## src/rtl/rv32_decode_stage.sv

```systemverilog
// RV32I decode stage: an instruction queue of (pc, inst) pairs feeding one registered decoded-packet slot.
// Optional macro RV32M_DECODE_EN enables M-extension decode; when it is undefined, funct7 = 0000001 decodes as illegal.

`ifndef API_DATA_WIDTH
`define API_DATA_WIDTH 32
`endif
`ifndef API_REGISTER_ADDR_WIDTH
`define API_REGISTER_ADDR_WIDTH 5
`endif
`ifndef DATA_ORIGIN_WIDTH
`define DATA_ORIGIN_WIDTH 2
`define DATA_ORIGIN_REGS 2'd0
`define DATA_ORIGIN_RS1_IMM 2'd1
`define DATA_ORIGIN_PC_IMM 2'd2
`define DATA_ORIGIN_IMM 2'd3
`endif
`ifndef DATA_TARGET_WIDTH
`define DATA_TARGET_WIDTH 3
`define DATA_TARGET_ALU 3'd0
`define DATA_TARGET_MEM 3'd1
`define DATA_TARGET_PC_NEXT 3'd2
`define DATA_TARGET_IMM 3'd3
`define DATA_TARGET_CSR 3'd4
`endif
`ifndef ALU_OPCODE_WIDTH
`define ALU_OPCODE_WIDTH 4
`define ALU_OPCODE_ADD 4'd0
`define ALU_OPCODE_SUB 4'd1
`define ALU_OPCODE_SLL 4'd2
`define ALU_OPCODE_SLT 4'd3
`define ALU_OPCODE_SLTU 4'd4
`define ALU_OPCODE_XOR 4'd5
`define ALU_OPCODE_SRL 4'd6
`define ALU_OPCODE_SRA 4'd7
`define ALU_OPCODE_OR 4'd8
`define ALU_OPCODE_AND 4'd9
`endif
`ifndef LSU_OPCODE_WIDTH
`define LSU_OPCODE_WIDTH 4
`define LSU_OPCODE_NONE 4'd0
`define LSU_OPCODE_LB 4'd1
`define LSU_OPCODE_LH 4'd2
`define LSU_OPCODE_LW 4'd3
`define LSU_OPCODE_LBU 4'd4
`define LSU_OPCODE_LHU 4'd5
`define LSU_OPCODE_SB 4'd6
`define LSU_OPCODE_SH 4'd7
`define LSU_OPCODE_SW 4'd8
`endif
`ifndef BR_OPCODE_WIDTH
`define BR_OPCODE_WIDTH 3
`endif
`ifndef CSR_OPCODE_WIDTH
`define CSR_OPCODE_WIDTH 3
`endif
`ifndef CSR_WIDTH
`define CSR_WIDTH 12
`endif

module rv32_decode_stage #(
  parameter int DEPTH    = 4,
  parameter int PC_WIDTH = 32
) (
  input  logic                                clk,
  input  logic                                rst,
  input  logic                                flush_i,
  input  logic                                inst_valid_i,
  output logic                                inst_ready_o,
  input  logic [`API_DATA_WIDTH-1:0]          inst_i,
  input  logic [PC_WIDTH-1:0]                 pc_i,
  output logic                                dec_valid_o,
  input  logic                                dec_ready_i,
  output logic [PC_WIDTH-1:0]                 pc_o,
  output logic [`DATA_ORIGIN_WIDTH-1:0]       data_origin_o,
  output logic [`DATA_TARGET_WIDTH-1:0]       data_target_o,
  output logic [`API_DATA_WIDTH-1:0]          imm_o,
  output logic [`API_REGISTER_ADDR_WIDTH-1:0] rs1_addr_o,
  output logic [`API_REGISTER_ADDR_WIDTH-1:0] rs2_addr_o,
  output logic [`API_REGISTER_ADDR_WIDTH-1:0] rd_addr_o,
  output logic [`ALU_OPCODE_WIDTH-1:0]        alu_opcode_o,
  output logic [`LSU_OPCODE_WIDTH-1:0]        lsu_opcode_o,
  output logic [`BR_OPCODE_WIDTH-1:0]         br_opcode_o,
  output logic                                is_branch_o,
  output logic                                is_condition_o,
  output logic [`CSR_OPCODE_WIDTH-1:0]        csr_opcode_o,
  output logic [`CSR_WIDTH-1:0]               csr_addr_o,
  output logic                                csr_we_o,
  output logic                                csr_re_o,
  output logic [2:0]                          md_opcode_o,
  output logic                                is_md_o,
  output logic                                illegal_o,
  output logic                                mem_w_o,
  output logic                                reg_w_o,
  output logic [$clog2(DEPTH):0]              occupancy_o
);

  localparam int AW = $clog2(DEPTH);
  localparam logic [AW:0] FULL_COUNT = (AW+1)'(DEPTH);

  typedef struct packed {
    logic [PC_WIDTH-1:0]                 pc;
    logic [`DATA_ORIGIN_WIDTH-1:0]       origin;
    logic [`DATA_TARGET_WIDTH-1:0]       target;
    logic [`API_DATA_WIDTH-1:0]          imm;
    logic [`API_REGISTER_ADDR_WIDTH-1:0] rs1;
    logic [`API_REGISTER_ADDR_WIDTH-1:0] rs2;
    logic [`API_REGISTER_ADDR_WIDTH-1:0] rd;
    logic [`ALU_OPCODE_WIDTH-1:0]        alu;
    logic [`LSU_OPCODE_WIDTH-1:0]        lsu;
    logic [`BR_OPCODE_WIDTH-1:0]         br;
    logic                                isBranch;
    logic                                isCond;
    logic [`CSR_OPCODE_WIDTH-1:0]        csrOp;
    logic [`CSR_WIDTH-1:0]               csrAddr;
    logic                                csrWe;
    logic                                csrRe;
    logic [2:0]                          mdOp;
    logic                                isMd;
    logic                                illegal;
    logic                                memW;
    logic                                regW;
  } pkt_t;

  logic [AW:0]                 wrPtr_q, rdPtr_q;
  logic [`API_DATA_WIDTH-1:0]  instMem_q [DEPTH];
  logic [PC_WIDTH-1:0]         pcMem_q [DEPTH];
  logic                        decValid_q;
  pkt_t                        pkt_q, pkt_d;
  logic                        push, pop, empty;
  logic [`API_DATA_WIDTH-1:0]  headInst;

  assign occupancy_o  = wrPtr_q - rdPtr_q;
  assign empty        = (occupancy_o == '0);
  assign inst_ready_o = (occupancy_o != FULL_COUNT);
  assign push         = inst_valid_i && inst_ready_o && !flush_i;
  assign pop          = !empty && (!decValid_q || dec_ready_i) && !flush_i;
  assign headInst     = instMem_q[rdPtr_q[AW-1:0]];

  always_ff @(posedge clk or posedge rst) begin
    if (rst) begin
      wrPtr_q <= '0;
      rdPtr_q <= '0;
    end else if (flush_i) begin
      wrPtr_q <= '0;
      rdPtr_q <= '0;
    end else begin
      if (push) wrPtr_q <= wrPtr_q + 1'b1;
      if (pop)  rdPtr_q <= rdPtr_q + 1'b1;
    end
  end

  always_ff @(posedge clk) begin
    if (push) begin
      instMem_q[wrPtr_q[AW-1:0]] <= inst_i;
      pcMem_q[wrPtr_q[AW-1:0]]   <= pc_i;
    end
  end

  function automatic logic [`ALU_OPCODE_WIDTH-1:0] aluOp(input logic [2:0] f3, input logic alt);
    case (f3)
      3'd0:    aluOp = alt ? `ALU_OPCODE_SUB : `ALU_OPCODE_ADD;
      3'd1:    aluOp = `ALU_OPCODE_SLL;
      3'd2:    aluOp = `ALU_OPCODE_SLT;
      3'd3:    aluOp = `ALU_OPCODE_SLTU;
      3'd4:    aluOp = `ALU_OPCODE_XOR;
      3'd5:    aluOp = alt ? `ALU_OPCODE_SRA : `ALU_OPCODE_SRL;
      3'd6:    aluOp = `ALU_OPCODE_OR;
      default: aluOp = `ALU_OPCODE_AND;
    endcase
  endfunction

  // Decode of the queue head; any illegal encoding collapses to a zero packet with only illegal set.
  always_comb begin
    logic [6:0] opc, f7;
    logic [2:0] f3;
    logic [4:0] rs1, rs2, rd;
    logic       illegal;
    opc = headInst[6:0];
    rd  = headInst[11:7];
    f3  = headInst[14:12];
    rs1 = headInst[19:15];
    rs2 = headInst[24:20];
    f7  = headInst[31:25];
    illegal = 1'b0;
    pkt_d = '0;
    pkt_d.alu = `ALU_OPCODE_ADD;
    case (opc)
      7'b0110011: begin
        if (f7 == 7'b0000000 || (f7 == 7'b0100000 && (f3 == 3'd0 || f3 == 3'd5))) begin
          pkt_d.alu = aluOp(f3, f7[5]);
          pkt_d.rs1 = rs1; pkt_d.rs2 = rs2; pkt_d.rd = rd; pkt_d.regW = 1'b1;
        end
`ifdef RV32M_DECODE_EN
        else if (f7 == 7'b0000001) begin
          pkt_d.isMd = 1'b1; pkt_d.mdOp = f3; pkt_d.target = `DATA_TARGET_ALU;
          pkt_d.rs1 = rs1; pkt_d.rs2 = rs2; pkt_d.rd = rd; pkt_d.regW = 1'b1;
        end
`endif
        else illegal = 1'b1;
      end
      7'b0010011: begin
        if ((f3 == 3'd1 && f7 != 7'b0000000) ||
            (f3 == 3'd5 && f7 != 7'b0000000 && f7 != 7'b0100000)) illegal = 1'b1;
        pkt_d.alu    = aluOp(f3, (f3 == 3'd5) && f7[5]);
        pkt_d.imm    = (f3 == 3'd1 || f3 == 3'd5) ? {27'b0, rs2} : {{20{headInst[31]}}, headInst[31:20]};
        pkt_d.origin = `DATA_ORIGIN_RS1_IMM;
        pkt_d.rs1 = rs1; pkt_d.rd = rd; pkt_d.regW = 1'b1;
      end
      7'b0000011: begin
        case (f3)
          3'd0:    pkt_d.lsu = `LSU_OPCODE_LB;
          3'd1:    pkt_d.lsu = `LSU_OPCODE_LH;
          3'd2:    pkt_d.lsu = `LSU_OPCODE_LW;
          3'd4:    pkt_d.lsu = `LSU_OPCODE_LBU;
          3'd5:    pkt_d.lsu = `LSU_OPCODE_LHU;
          default: illegal = 1'b1;
        endcase
        pkt_d.imm    = {{20{headInst[31]}}, headInst[31:20]};
        pkt_d.origin = `DATA_ORIGIN_RS1_IMM;
        pkt_d.target = `DATA_TARGET_MEM;
        pkt_d.rs1 = rs1; pkt_d.rd = rd; pkt_d.regW = 1'b1;
      end
      7'b0100011: begin
        case (f3)
          3'd0:    pkt_d.lsu = `LSU_OPCODE_SB;
          3'd1:    pkt_d.lsu = `LSU_OPCODE_SH;
          3'd2:    pkt_d.lsu = `LSU_OPCODE_SW;
          default: illegal = 1'b1;
        endcase
        pkt_d.imm    = {{20{headInst[31]}}, headInst[31:25], headInst[11:7]};
        pkt_d.origin = `DATA_ORIGIN_RS1_IMM;
        pkt_d.target = `DATA_TARGET_MEM;
        pkt_d.rs1 = rs1; pkt_d.rs2 = rs2; pkt_d.memW = 1'b1;
      end
      7'b1100011: begin
        if (f3 == 3'd2 || f3 == 3'd3) illegal = 1'b1;
        pkt_d.imm = {{19{headInst[31]}}, headInst[31], headInst[7], headInst[30:25], headInst[11:8], 1'b0};
        pkt_d.br  = f3;
        pkt_d.isBranch = 1'b1; pkt_d.isCond = 1'b1;
        pkt_d.rs1 = rs1; pkt_d.rs2 = rs2;
      end
      7'b1101111: begin
        pkt_d.imm = {{11{headInst[31]}}, headInst[31], headInst[19:12], headInst[20], headInst[30:21], 1'b0};
        pkt_d.origin = `DATA_ORIGIN_PC_IMM;
        pkt_d.target = `DATA_TARGET_PC_NEXT;
        pkt_d.isBranch = 1'b1; pkt_d.rd = rd; pkt_d.regW = 1'b1;
      end
      7'b1100111: begin
        if (f3 != 3'd0) illegal = 1'b1;
        pkt_d.imm    = {{20{headInst[31]}}, headInst[31:20]};
        pkt_d.origin = `DATA_ORIGIN_RS1_IMM;
        pkt_d.target = `DATA_TARGET_PC_NEXT;
        pkt_d.isBranch = 1'b1; pkt_d.rs1 = rs1; pkt_d.rd = rd; pkt_d.regW = 1'b1;
      end
      7'b0110111: begin
        pkt_d.imm = {headInst[31:12], 12'b0};
        pkt_d.origin = `DATA_ORIGIN_IMM; pkt_d.target = `DATA_TARGET_IMM;
        pkt_d.rd = rd; pkt_d.regW = 1'b1;
      end
      7'b0010111: begin
        pkt_d.imm = {headInst[31:12], 12'b0};
        pkt_d.origin = `DATA_ORIGIN_PC_IMM; pkt_d.target = `DATA_TARGET_ALU;
        pkt_d.rd = rd; pkt_d.regW = 1'b1;
      end
      7'b0001111: ;
      7'b1110011: begin
        if (f3 == 3'd0) begin
          // Only ECALL and EBREAK are accepted among the privileged encodings.
          if (!((headInst[31:20] == 12'h000 || headInst[31:20] == 12'h001) && rs1 == 5'd0 && rd == 5'd0))
            illegal = 1'b1;
        end else if (f3 == 3'd4) begin
          illegal = 1'b1;
        end else begin
          pkt_d.csrOp   = f3;
          pkt_d.csrAddr = headInst[31:20];
          pkt_d.target  = `DATA_TARGET_CSR;
          pkt_d.rd = rd; pkt_d.regW = 1'b1;
          if (f3[2]) begin
            pkt_d.imm = {27'b0, rs1}; pkt_d.origin = `DATA_ORIGIN_IMM;
          end else begin
            pkt_d.rs1 = rs1; pkt_d.origin = `DATA_ORIGIN_REGS;
          end
          if (f3[1:0] == 2'b01) begin
            pkt_d.csrWe = 1'b1; pkt_d.csrRe = (rd != 5'd0);
          end else begin
            pkt_d.csrRe = 1'b1; pkt_d.csrWe = (rs1 != 5'd0);
          end
        end
      end
      default: illegal = 1'b1;
    endcase
    if (illegal) begin
      pkt_d = '0;
      pkt_d.alu = `ALU_OPCODE_ADD;
      pkt_d.illegal = 1'b1;
    end
    pkt_d.pc = pcMem_q[rdPtr_q[AW-1:0]];
  end

  always_ff @(posedge clk or posedge rst) begin
    if (rst) begin
      decValid_q <= 1'b0;
      pkt_q      <= '0;
      pkt_q.alu  <= `ALU_OPCODE_ADD;
    end else if (flush_i) begin
      decValid_q <= 1'b0;
    end else if (pop) begin
      decValid_q <= 1'b1;
      pkt_q      <= pkt_d;
    end else if (dec_ready_i) begin
      decValid_q <= 1'b0;
    end
  end

  assign dec_valid_o    = decValid_q;
  assign pc_o           = pkt_q.pc;
  assign data_origin_o  = pkt_q.origin;
  assign data_target_o  = pkt_q.target;
  assign imm_o          = pkt_q.imm;
  assign rs1_addr_o     = pkt_q.rs1;
  assign rs2_addr_o     = pkt_q.rs2;
  assign rd_addr_o      = pkt_q.rd;
  assign alu_opcode_o   = pkt_q.alu;
  assign lsu_opcode_o   = pkt_q.lsu;
  assign br_opcode_o    = pkt_q.br;
  assign is_branch_o    = pkt_q.isBranch;
  assign is_condition_o = pkt_q.isCond;
  assign csr_opcode_o   = pkt_q.csrOp;
  assign csr_addr_o     = pkt_q.csrAddr;
  assign csr_we_o       = pkt_q.csrWe;
  assign csr_re_o       = pkt_q.csrRe;
  assign md_opcode_o    = pkt_q.mdOp;
  assign is_md_o        = pkt_q.isMd;
  assign illegal_o      = pkt_q.illegal;
  assign mem_w_o        = pkt_q.memW;
  assign reg_w_o        = pkt_q.regW;

endmodule

```

## config.mk

```make
export PLATFORM = sky130hd
export DESIGN_NAME = rv32_decode_stage
export DESIGN_NICKNAME = d
export VERILOG_FILES = /design/src/rtl/rv32_decode_stage.sv
export SDC_FILE = /design/constraint.sdc
export NUM_CORES = 1
export LEC_CHECK = 0
export BUFFER_PORTS_ARGS = -buffer_cell sky130_fd_sc_hd__buf_4
export CAP_MARGIN = 10
export CORE_UTILIZATION = 57
export DETAILED_ROUTE_END_ITERATION = 10
export PLACE_DENSITY = 0.82
export SLEW_MARGIN = 25
export SYNTH_ARGS = -nofsm -noshare
export SYNTH_HDL_FRONTEND = slang
export SYNTH_SLANG_ARGS = --single-unit
```

## constraint.sdc

```tcl
create_clock -name clk -period 4.6 [get_ports clk]
set_input_delay 0.92 -clock clk [delete_from_list [all_inputs] [get_ports clk]]
set_output_delay 0.92 -clock clk [all_outputs]
set_load 0.02 [all_outputs]
```

==> impl_metrics.json, run 1 <==
{
  "wl_mm": 32.43,
  "p_leak_nw": 6.872,
  "irDropWorstVdd_uv": 462.6,
  "synth_seq_area_share_pct": 72.36,
  "dieArea_sq_mm": 0.02681,
  "tightestPinTransition_ps": 881.8,
  "post-route-min-period_ps": 3853,
  "grt_pass1_wl_mm": 49.86,
  "pwr_density_cell_mw_per_mm2": 581.7,
  "via_per_inst": 6.136,
  "avgSynthCellArea_sq_um": 17.84,
  "internal-power_w": 0.007069,
  "cts_tree": "done",
  "mappedNetlistArea_sq_mm": 0.01491,
  "drive_gt1_share_pct": 35.04,
  "ant_nets": 0,
  "grt_overflow": 0,
  "root_buffer": "clkbuf_16",
  "area_growth_pct": 19.83,
  "endpoint_kind": "register",
  "rsz0062_at_grt": "no",
  "drc_errors": 0,
  "pre_cts_ws_ps": 789.8,
  "postCtsHoldBufs": 0,
  "clock_sinks": 380,
  "p_sw_share_pct": 32.00,
  "power.net_switching_w": 0.003326,
  "dieHeight_um": 163.7,
  "report.final.slew_viol_count": 0,
  "ys_ff_latch": 380,
  "synth-edff-count": 256,
  "cts_buffers": 37,
  "core-area_sq_mm": 0.02540,
  "critPathLaunchType": "register",
  "hpwl_mm": 20.97,
  "fmax_mhz": 259.5,
  "clk-insertion-delay-late_ps": 520,
  "cp_max_fo": 37,
  "antenna_found_initial": 0,
  "ios": 195,
  "die_w_um": 163.7,
  "setup_viol": 0,
  "seqPwrFrac_pct": 41.9,
  "num_rows": 58,
  "status": "finished clean",
  "final_common_cell": "edfxtp_1",
  "final-hold-violation-count": 0,
  "arrival_ps": 4250,
  "required_ps": 5000,
  "nets": 1106,
  "power_frac_comb_pct": 30.7,
  "power_frac_clock_pct": 27.4,
  "cts_buffer_depth": 3,
  "start_util_pct": 58.71,
  "hp-class": "reg -> reg",
  "netlist_instances": 836,
  "ctsResizeCount": 0,
  "slew_headroom_pct": 40.67,
  "gp_congestion": 0.9166,
  "grt_max_degree": 70,
  "tns_ps": 0,
  "num_antenna_cells": 0,
  "grt.total_usage_pct": 24.97,
  "synthDistinctLibCells": 57,
  "grt_pass1_vias": 8652,
  "setup_ws_ps": 746.7,
  "skew_ps": 23.89,
  "htreeDepth": 2,
  "maxCapViolCount": 0,
  "portBuffers": 190,
  "finalCritPeriodShare_pct": 83.77,
  "final_cell_mix": "256 x edfxtp_1, 201 x buf_4, 122 x dfrtp_1, 63 x mux4_2, 52 x nand2_1",
  "async_reset_ff_share_pct": 32.63,
  "ys.flop_type": "edfxtp_1",
  "yosysWarnings": 0,
  "crit_type": "reg -> reg",
  "path_clk_slew_ps": 60,
  "via_count": 8504,
  "dr.pass1.iters": 5,
  "avgRoutedWirePerCell_um": 23.40,
  "drtIter0Drc": 730,
  "cts_setup_buffers": 0
}
## path summary, 6_finish.rpt
| path | from | to | slack, ps | cells past startpoint |
|---|---|---|---|---|
| min reg2reg | imm_o[5] | imm_o[5] | 500 | 1 |
| min in group asynchronous | rst | pc_o[9] | 510 | 2 |
| min | imm_o[5] | imm_o[5] | 500 | 1 |
| max | rdPtr_q[0] | csr_addr_o[1] | 750 | 8 |
| max reg2reg | rdPtr_q[0] | csr_addr_o[1] | 750 | 8 |
| max in group asynchronous | rst | imm_o[25] | 3300 | 3 |
## cell type report
| cell class | count | area [sq um] |
|---|---|---|
| sequential | 380 | 10800 |
| multi-input combinational | 388 | 3842 |
| timing repair buffer | 206 | 1609 |
| clock buffer | 52 | 1013 |
| inverter | 17 | 68.82 |
| clock inverter | 13 | 123.9 |
| fill | 1632 | 7531 |
| tap | 330 | 412.9 |
## synth_stat cells, types with 2 or more instances
cell type / n / area, sq um
a221o_1: 2 / 20.02
xnor2_1: 4 / 35.03
a22oi_1: 4 / 30.03
a211oi_1: 2 / 15.01
buf_2: 7 / 35.03
o21ai_0: 19 / 95.09
nor3b_1: 2 / 15.01
mux4_2: 63 / 1419
ha_1: 6 / 75.07
nand2b_1: 5 / 31.28
a32o_1: 46 / 460.4
nor4_1: 2 / 12.51
edfxtp_1: 256 / 7687
buf_4: 6 / 45.04
inv_1: 17 / 63.81
a21o_1: 2 / 15.01
o31ai_1: 2 / 15.01
dfrtp_1: 124 / 3103
nand3_1: 6 / 30.03
or3_1: 4 / 25.02
nand4_1: 2 / 12.51
o2111ai_1: 2 / 17.52
nand2_1: 52 / 195.2
and2_1: 8 / 50.05
nor3_1: 6 / 30.03
buf_6: 3 / 33.78
mux2i_1: 2 / 20.02
mux2_2: 33 / 371.6
xor2_1: 3 / 26.28
or2_2: 2 / 12.51
clkbuf_1: 32 / 120.1
nor2b_1: 7 / 43.79
a21oi_1: 12 / 60.06
nor2_1: 28 / 105.1
buf_1: 6 / 22.52
a22o_1: 34 / 297.8
o21ai_1: 5 / 25.02
## cell families after synthesis
kind of cell    synth area share [%]
mux                            12.14
xor+xnor                      0.5622
buf+inv                        2.148
flops                          72.36
fa+ha+maj                     0.6377
other cells                  0.02515
simple gates                   4.506
compound gates                 7.619
## metrics by stage
step	hold slack (ps)	utilization [%]	instances	power [W]	cell area, sq um
finish	503.3	70.35	1386	0.01039	17870
global route	516.7	70.35	1386	0.01084	17870
CTS	508.0	70.34	1386	0.01046	17870
detailed placement	487.0	65.86	1321	0.007591	16730
global placement	486.2	65.86	1321	0.007511	16730
floorplan	506.3	-	839	0.006571	14920
## routing by layer
| metal | part of all wire [%] | GRT usage [%] | vias up |
|---|---|---|---|
| met2 | 50 | 41.33 | 406 |
| li1 | - | - | 3706 |
| met4 | 2.3 | 7.786 | 0 |
| met5 | 0 | 0 | - |
| met1 | 39 | 32.90 | 4333 |
| met3 | 8.5 | 6.136 | 59 |
## critical path: stages (launching register included)
cell and delay (ps):
dfrtp_4 740, mux4_2 710, nand2b_1 260, nor4_1 800
o311ai_2 290, o2111ai_4 240, nor2_4 180, buf_12 210
a32o_1 270
## registers in the layout, indices dropped and copies added (netlist names), 4 cells and up
signal        cells
instMem_q       128
pcMem_q         128
csr_addr_o       12
lsu_opcode_o      4
alu_opcode_o      4
rs1_addr_o        5
rd_addr_o         5
imm_o            32
rs2_addr_o        5
pc_o             32
## power by group through the flow
stage	registers [W]	clock network [W]	logic, W
floorplan	0.00449	0	0.00209
global placement	0.00440	0	0.00311
detailed placement	0.00442	0	0.00317
CTS	0.00436	0.00290	0.00319
global route	0.00440	0.00303	0.00341
finish	0.00436	0.00285	0.00319
No activity file was read; power rests on OpenSTA's default activity.
==> inputs of run 2 (changes only) <==
--- a/config.mk
+++ b/config.mk
@@ -5,11 +5,12 @@
 export SDC_FILE = /design/constraint.sdc
 export NUM_CORES = 1
 export LEC_CHECK = 0
+export ABC_AREA = 1
 export BUFFER_PORTS_ARGS = -buffer_cell sky130_fd_sc_hd__buf_4
 export CAP_MARGIN = 10
-export CORE_UTILIZATION = 57
+export CORE_UTILIZATION = 58
 export DETAILED_ROUTE_END_ITERATION = 10
-export PLACE_DENSITY = 0.82
+export PLACE_DENSITY = 0.83
 export SLEW_MARGIN = 25
 export SYNTH_ARGS = -nofsm -noshare
 export SYNTH_HDL_FRONTEND = slang
==> constraint.sdc (replaced) <==
create_clock -name clk -period 3.9 [get_ports clk]
set_input_delay 0.78 -clock clk [delete_from_list [all_inputs] [get_ports clk]]
set_output_delay 0.78 -clock clk [all_outputs]
set_load 0.02 [all_outputs]
==> impl_metrics.json, run 2 <==
{
  "multi_input_area_sq_mm": 0.004736,
  "critPathLaunchType": "register",
  "reg2regPathDepth": 11,
  "ys.flop_type": "edfxtp_1",
  "seqCellArea_sq_mm": 0.01080,
  "internal-power_w": 0.008329,
  "reg2reg_to": "pc_o[17]",
  "drive_gt1_share_pct": 17.14,
  "mappedNetlistArea_sq_mm": 0.01619,
  "place_area_sq_mm": 0.01793,
  "synth_top_family_by_area": "simple AND/OR/NAND/NOR gates",
  "hold_ws_ps": 193.1,
  "via_count": 12210,
  "pwr_density_cell_mw_per_mm2": 707.5,
  "yosysWarnings": 0,
  "grt_max_degree": 96,
  "final_cell_mix": "542 x nand2_1, 256 x edfxtp_1, 211 x buf_4, 168 x nand3_1, 144 x nor2_1",
  "start_util_pct": 59.59,
  "synth_seq_area_share_pct": 66.63,
  "synth_adder_area_share_pct": 0.5872,
  "htreeDepth": 2,
  "gp_congestion": 0.9367,
  "seqPwrFrac_pct": 37.3,
  "synth_top_area_cell": "edfxtp_1",
  "dieArea_sq_mm": 0.02859,
  "antenna_found_initial": 0,
  "fill_cells": 1930,
  "async_reset_ff_share_pct": 32.63,
  "dr.pass1.iters": 5,
  "grt_pass1_vias": 12080,
  "core-area_sq_mm": 0.02718,
  "slew_headroom_pct": 38.59,
  "report.final.slew_viol_count": 0,
  "maxCapViolCount": 0,
  "yosys.area_share.xor_xnor_pct": 0.1082,
  "clock_sinks": 380,
  "postCtsHoldBufs": 0,
  "ys_ff_latch": 380,
  "synthTopCellsByArea": "edfxtp_1 47%, dfrtp_1 19%, nand2_1 13%",
  "portBuffers": 190,
  "crit_type": "reg -> reg",
  "root_buffer": "clkbuf_16",
  "via_per_inst": 5.615,
  "skew_ps": 17.42,
  "grt.total_usage_pct": 28.03,
  "nets": 1849,
  "path_clk_slew_ps": 60,
  "avgSynthCellArea_sq_um": 10.13,
  "cts_buffers": 39,
  "synth_common_cells": "542 x nand2_1, 256 x edfxtp_1, 168 x nand3_1",
  "rsz0062_at_grt": "no",
  "drtIter0Drc": 1251,
  "area_growth_pct": 18.65,
  "r2r_start": "rdPtr_q[0]",
  "ant_nets": 0,
  "final_common_cell": "nand2_1",
  "status": "finished clean",
  "synthDistinctLibCells": 38,
  "stdcell_area_sq_mm": 0.01921,
  "r2r_setup_slack_ps": 570,
  "hpwl_mm": 25.23,
  "dieHeight_um": 169.1,
  "clk-insertion-delay-late_ps": 530,
  "tightestPinTransition_ps": 921.2,
  "avgRoutedWirePerCell_um": 18.05,
  "cts_setup_buffers": 0,
  "synth_compound_area_share_pct": 5.941,
  "power_frac_clock_pct": 26.9,
  "fmax_mhz": 300.5,
  "post-route-min-period_ps": 3328,
  "power.total_w": 0.01359,
  "yosysMostFrequentCell": "nand2_1",
  "ios": 195,
  "final_util_pct": 70.70,
  "grt_pass1_wl_mm": 62.56,
  "p_sw_share_pct": 38.73,
  "p_leak_nw": 8.593,
  "ctsResizeCount": 0,
  "hp-class": "in -> async",
  "cp_max_fo": 95,
  "num_antenna_cells": 0,
  "required_ps": 4360,
  "num_rows": 60,
  "wl_mm": 39.26,
  "arrival_ps": 3790,
  "yosysTopAreaCellShare_pct": 47.47,
  "drc_errors": 0,
  "power.net_switching_w": 0.005265,
  "endpoint_kind": "register",
  "finalCritPeriodShare_pct": 85.32,
  "cts_tree": "done",
  "muxShareOfSynthArea_pct": 0,
  "setup_viol": 0,
  "yosys.area_share.simple_pct": 22.28,
  "synth-edff-count": 256,
  "final-hold-violation-count": 0,
  "irDropWorstVdd_uv": 547.4,
  "grt_overflow": 0,
  "netlist_instances": 1599,
  "die_w_um": 169.1,
  "cts_buffer_depth": 3,
  "power_frac_comb_pct": 35.8
}
## run 2: cell count changes in the layout (fill, tap and decap cells not counted), sizes merged, moves of 46 or more
cell | previous run | this run
nor2 | 29 | 153
o21ai | 24 | 109
inv | 17 | 66
nand3 | 6 | 169
a32o | 46 | 0
mux4 | 63 | 0
nand2 | 52 | 550
## run 2: cells by family after synthesis
group / Yosys count
AOI/OAI and AO/OA: 175
xor gates and xnor gates: 2
adders and majority gates: 7
buffers and inverters: 150
DFF: 380
other: 1
and+or+nand+nor: 884
## run 2: critical path, stage by stage (launching register included)
cell	delay, ps
dfrtp_4	640
ha_1	270
fa_1	390
xnor2_1	200
xnor2_1	120
nand3b_1	170
nand2_1	190
nor2_4	110
inv_4	660
buf_12	280
nand2_1	80
nand2_1	70
## run 2: cell type report
cell class	count	share of cell area, %
sequential	380	56.18
multi-input combinational	1072	24.65
timing repair buffer	216	8.765
clock buffer	56	6.049
tap	372	2.422
inverter	64	1.296
clock inverter	15	0.6381
## run 2: worst max-delay path by stage
stage | startpoint | to | slack [ps] | cells past startpoint
after CTS | rdPtr_q[0] | pc_o[17] | 570 | 11
after floorplan | wrPtr_q[0] | instMem_q[0][0] | -170 | 10
after detailed placement | rdPtr_q[0] | pc_o[28] | 640 | 11
after global routing | rdPtr_q[0] | csr_addr_o[4] | 340 | 10
final | rdPtr_q[0] | pc_o[17] | 570 | 11
after global placement | rdPtr_q[0] | pc_o[29] | 750 | 11
## run 2: through the flow
step / instances / setup WS (ps) / setup TNS [ps]
floorplan: 1602 / -166.2 / -31910
global placement: 2104 / 752.1 / 0
detailed placement: 2104 / 635.5 / 0
CTS: 2175 / 570.0 / 0
global route: 2175 / 342.3 / 0
finish: 2175 / 572.3 / 0
## run 2: routing by layer
| metal | routed length [um] | vias to the layer above | global-route usage [%] |
|---|---|---|---|
| met5 | 0 | - | 0 |
| met4 | 834 | 0 | 9.832 |
| met3 | 3281 | 75 | 5.378 |
| met2 | 19010 | 536 | 46.39 |
| met1 | 16140 | 5877 | 37.34 |
| li1 | - | 5725 | - |
## run 2: power groups by stage
stage                     logic [W]  clock network [W]  registers [W]
after floorplan             0.00314                  0        0.00531
after global placement      0.00467                  0        0.00512
after detailed placement    0.00479                  0        0.00514
after CTS                   0.00484            0.00370        0.00507
after global routing        0.00535            0.00388        0.00511
final                       0.00487            0.00366        0.00507
==> inputs of run 3 (changes only) <==
--- a/config.mk
+++ b/config.mk
@@ -8,6 +8,7 @@
 export ABC_AREA = 1
 export BUFFER_PORTS_ARGS = -buffer_cell sky130_fd_sc_hd__buf_4
 export CAP_MARGIN = 10
+export CORE_ASPECT_RATIO = 1.75
 export CORE_UTILIZATION = 58
 export DETAILED_ROUTE_END_ITERATION = 10
 export PLACE_DENSITY = 0.83
==> impl_metrics.json, run 3 (same netlist as run 2, synthesis figures left out) <==
{
  "status": "finished clean",
  "cp_max_fo": 5,
  "slew_headroom_pct": 48.21,
  "tightestPinTransition_ps": 776.9,
  "ctsResizeCount": 0,
  "grt.total_usage_pct": 28.90,
  "hold_ws_ps": 448.8,
  "grt_pass1_wl_mm": 63.29,
  "maxCapViolCount": 0,
  "pwr_density_cell_mw_per_mm2": 697.8,
  "cts_tree": "done",
  "portBuffers": 190,
  "root_buffer": "clkbuf_16",
  "htreeDepth": 2,
  "die_w_um": 128.3,
  "clk-insertion-delay-late_ps": 530,
  "fill_cells": 1993,
  "skew_ps": 19.21,
  "setup_ws_ps": 739.0,
  "post-route-min-period_ps": 3161,
  "cts_buffers": 34,
  "dieArea_sq_mm": 0.02862,
  "arrival_ps": 2380,
  "irDropWorstVdd_uv": 528.5,
  "via_per_inst": 5.574,
  "ant_nets": 0,
  "critPathLaunchType": "register",
  "required_ps": 3120,
  "core-area_sq_mm": 0.02733,
  "grt_max_degree": 125,
  "p_leak_nw": 8.548,
  "clock_sinks": 380,
  "finalCritPeriodShare_pct": 81.05,
  "setup_viol": 0,
  "gp_congestion": 0.9407,
  "ios": 195,
  "pre_cts_ws_ps": 826.8,
  "multi_input_area_sq_mm": 0.004736,
  "drtIter0Drc": 922,
  "final_cell_mix": "542 x nand2_1, 256 x edfxtp_1, 212 x buf_4, 168 x nand3_1, 144 x nor2_1",
  "fmax_mhz": 316.4,
  "report.final.slew_viol_count": 0,
  "via_count": 12100,
  "seqCellArea_sq_mm": 0.01080,
  "avgRoutedWirePerCell_um": 18.43,
  "crit_slowest_cell": "dfrtp_1",
  "dieHeight_um": 223.0,
  "path_delay_family": "adder cells",
  "nets": 1851,
  "crit_chain": "inv_1 > ha_1 > fa_1 > xnor2_1 > xnor2_1 > nand3_1 > buf_4",
  "wl_mm": 40.01,
  "critPathBufInv": 2,
  "crit_top_cell": "xnor2_1",
  "rsz0062_at_grt": "no",
  "endpoint_kind": "output port",
  "postCtsHoldBufs": 0,
  "final-hold-violation-count": 0,
  "crit_type": "reg -> out",
  "grt_pass1_vias": 12430,
  "area_growth_pct": 18.43,
  "hpwl_mm": 26.33,
  "start_util_pct": 59.26,
  "slowest_delay_ps": 420,
  "antenna_found_initial": 1,
  "path_clk_slew_ps": 60,
  "hp-class": "in -> reg",
  "num_rows": 80,
  "tns_ps": 0,
  "drc_errors": 0,
  "cts_setup_buffers": 0,
  "cts_buffer_depth": 3,
  "dr.pass1.iters": 7,
  "drive_gt1_share_pct": 16.99,
  "grt_overflow": 0,
  "final_common_cell": "nand2_1"
}
==> run 3: cell types whose count changed in the layout (fill, tap and decap cells not counted), sizes merged <==
cell / before / now
buf: 216 / 223
bufinv: 1 / 3
clkbuf: 56 / 47
clkinv: 10 / 7
clkinvlp: 2 / 4
diode: 0 / 1
inv: 66 / 65
==> run 3: path summary, 6_finish.rpt <==
path                            start            end  slack, ps  depth (start not counted)
max                        wrPtr_q[0]   inst_ready_o        740                          7
min                           pc_i[1]  pcMem_q[1][1]        450                          1
max reg2reg                rdPtr_q[0]      imm_o[12]        750                         13
min reg2reg                   pc_o[5]        pc_o[5]        470                          2
max in group asynchronous         rst       pc_o[23]       2920                          3
min in group asynchronous         rst       imm_o[8]        470                          3
==> run 3: cell type report <==
| class | count | area share (%) |
|---|---|---|
| repair buffers | 223 | 9.447 |
| clock buffers | 47 | 4.958 |
| multi-input cells | 1072 | 24.69 |
| well taps | 369 | 2.407 |
| inverters | 64 | 1.298 |
| clock inverters | 15 | 0.8938 |
| flip-flops and latches | 380 | 56.29 |
| diodes | 1 | 0.01305 |
==> run 3: per-layer routing <==
metal | vias to the layer above | global-route usage (%) | wire length [um]
li1 | 5713 | - | -
met2 | 480 | 52.26 | 21900
met3 | 116 | 4.892 | 2340
met1 | 5793 | 32.04 | 14060
met4 | 0 | 15.14 | 1712
met5 | - | 0 | 0
==> run 3: power breakdown <==
group | switching, W | internal, W
registers | 0.000202 | 0.00481
clock network | 0.00143 | 0.00192
logic | 0.00359 | 0.00143
total | 0.00522 | 0.00816
==> run 3: through the flow <==
step | utilization (%) | total power [W] | instance area, sq um | std cells
2_1_floorplan | - | 0.008455 | 16220 | 1602
3_3_place_gp | 66.07 | 0.009928 | 18050 | 2108
3_5_place_dp | 66.07 | 0.01004 | 18050 | 2108
4_1_cts | 70.17 | 0.01341 | 19180 | 2170
5_1_grt | 70.18 | 0.01409 | 19180 | 2171
6_report | 70.18 | 0.01338 | 19180 | 2171
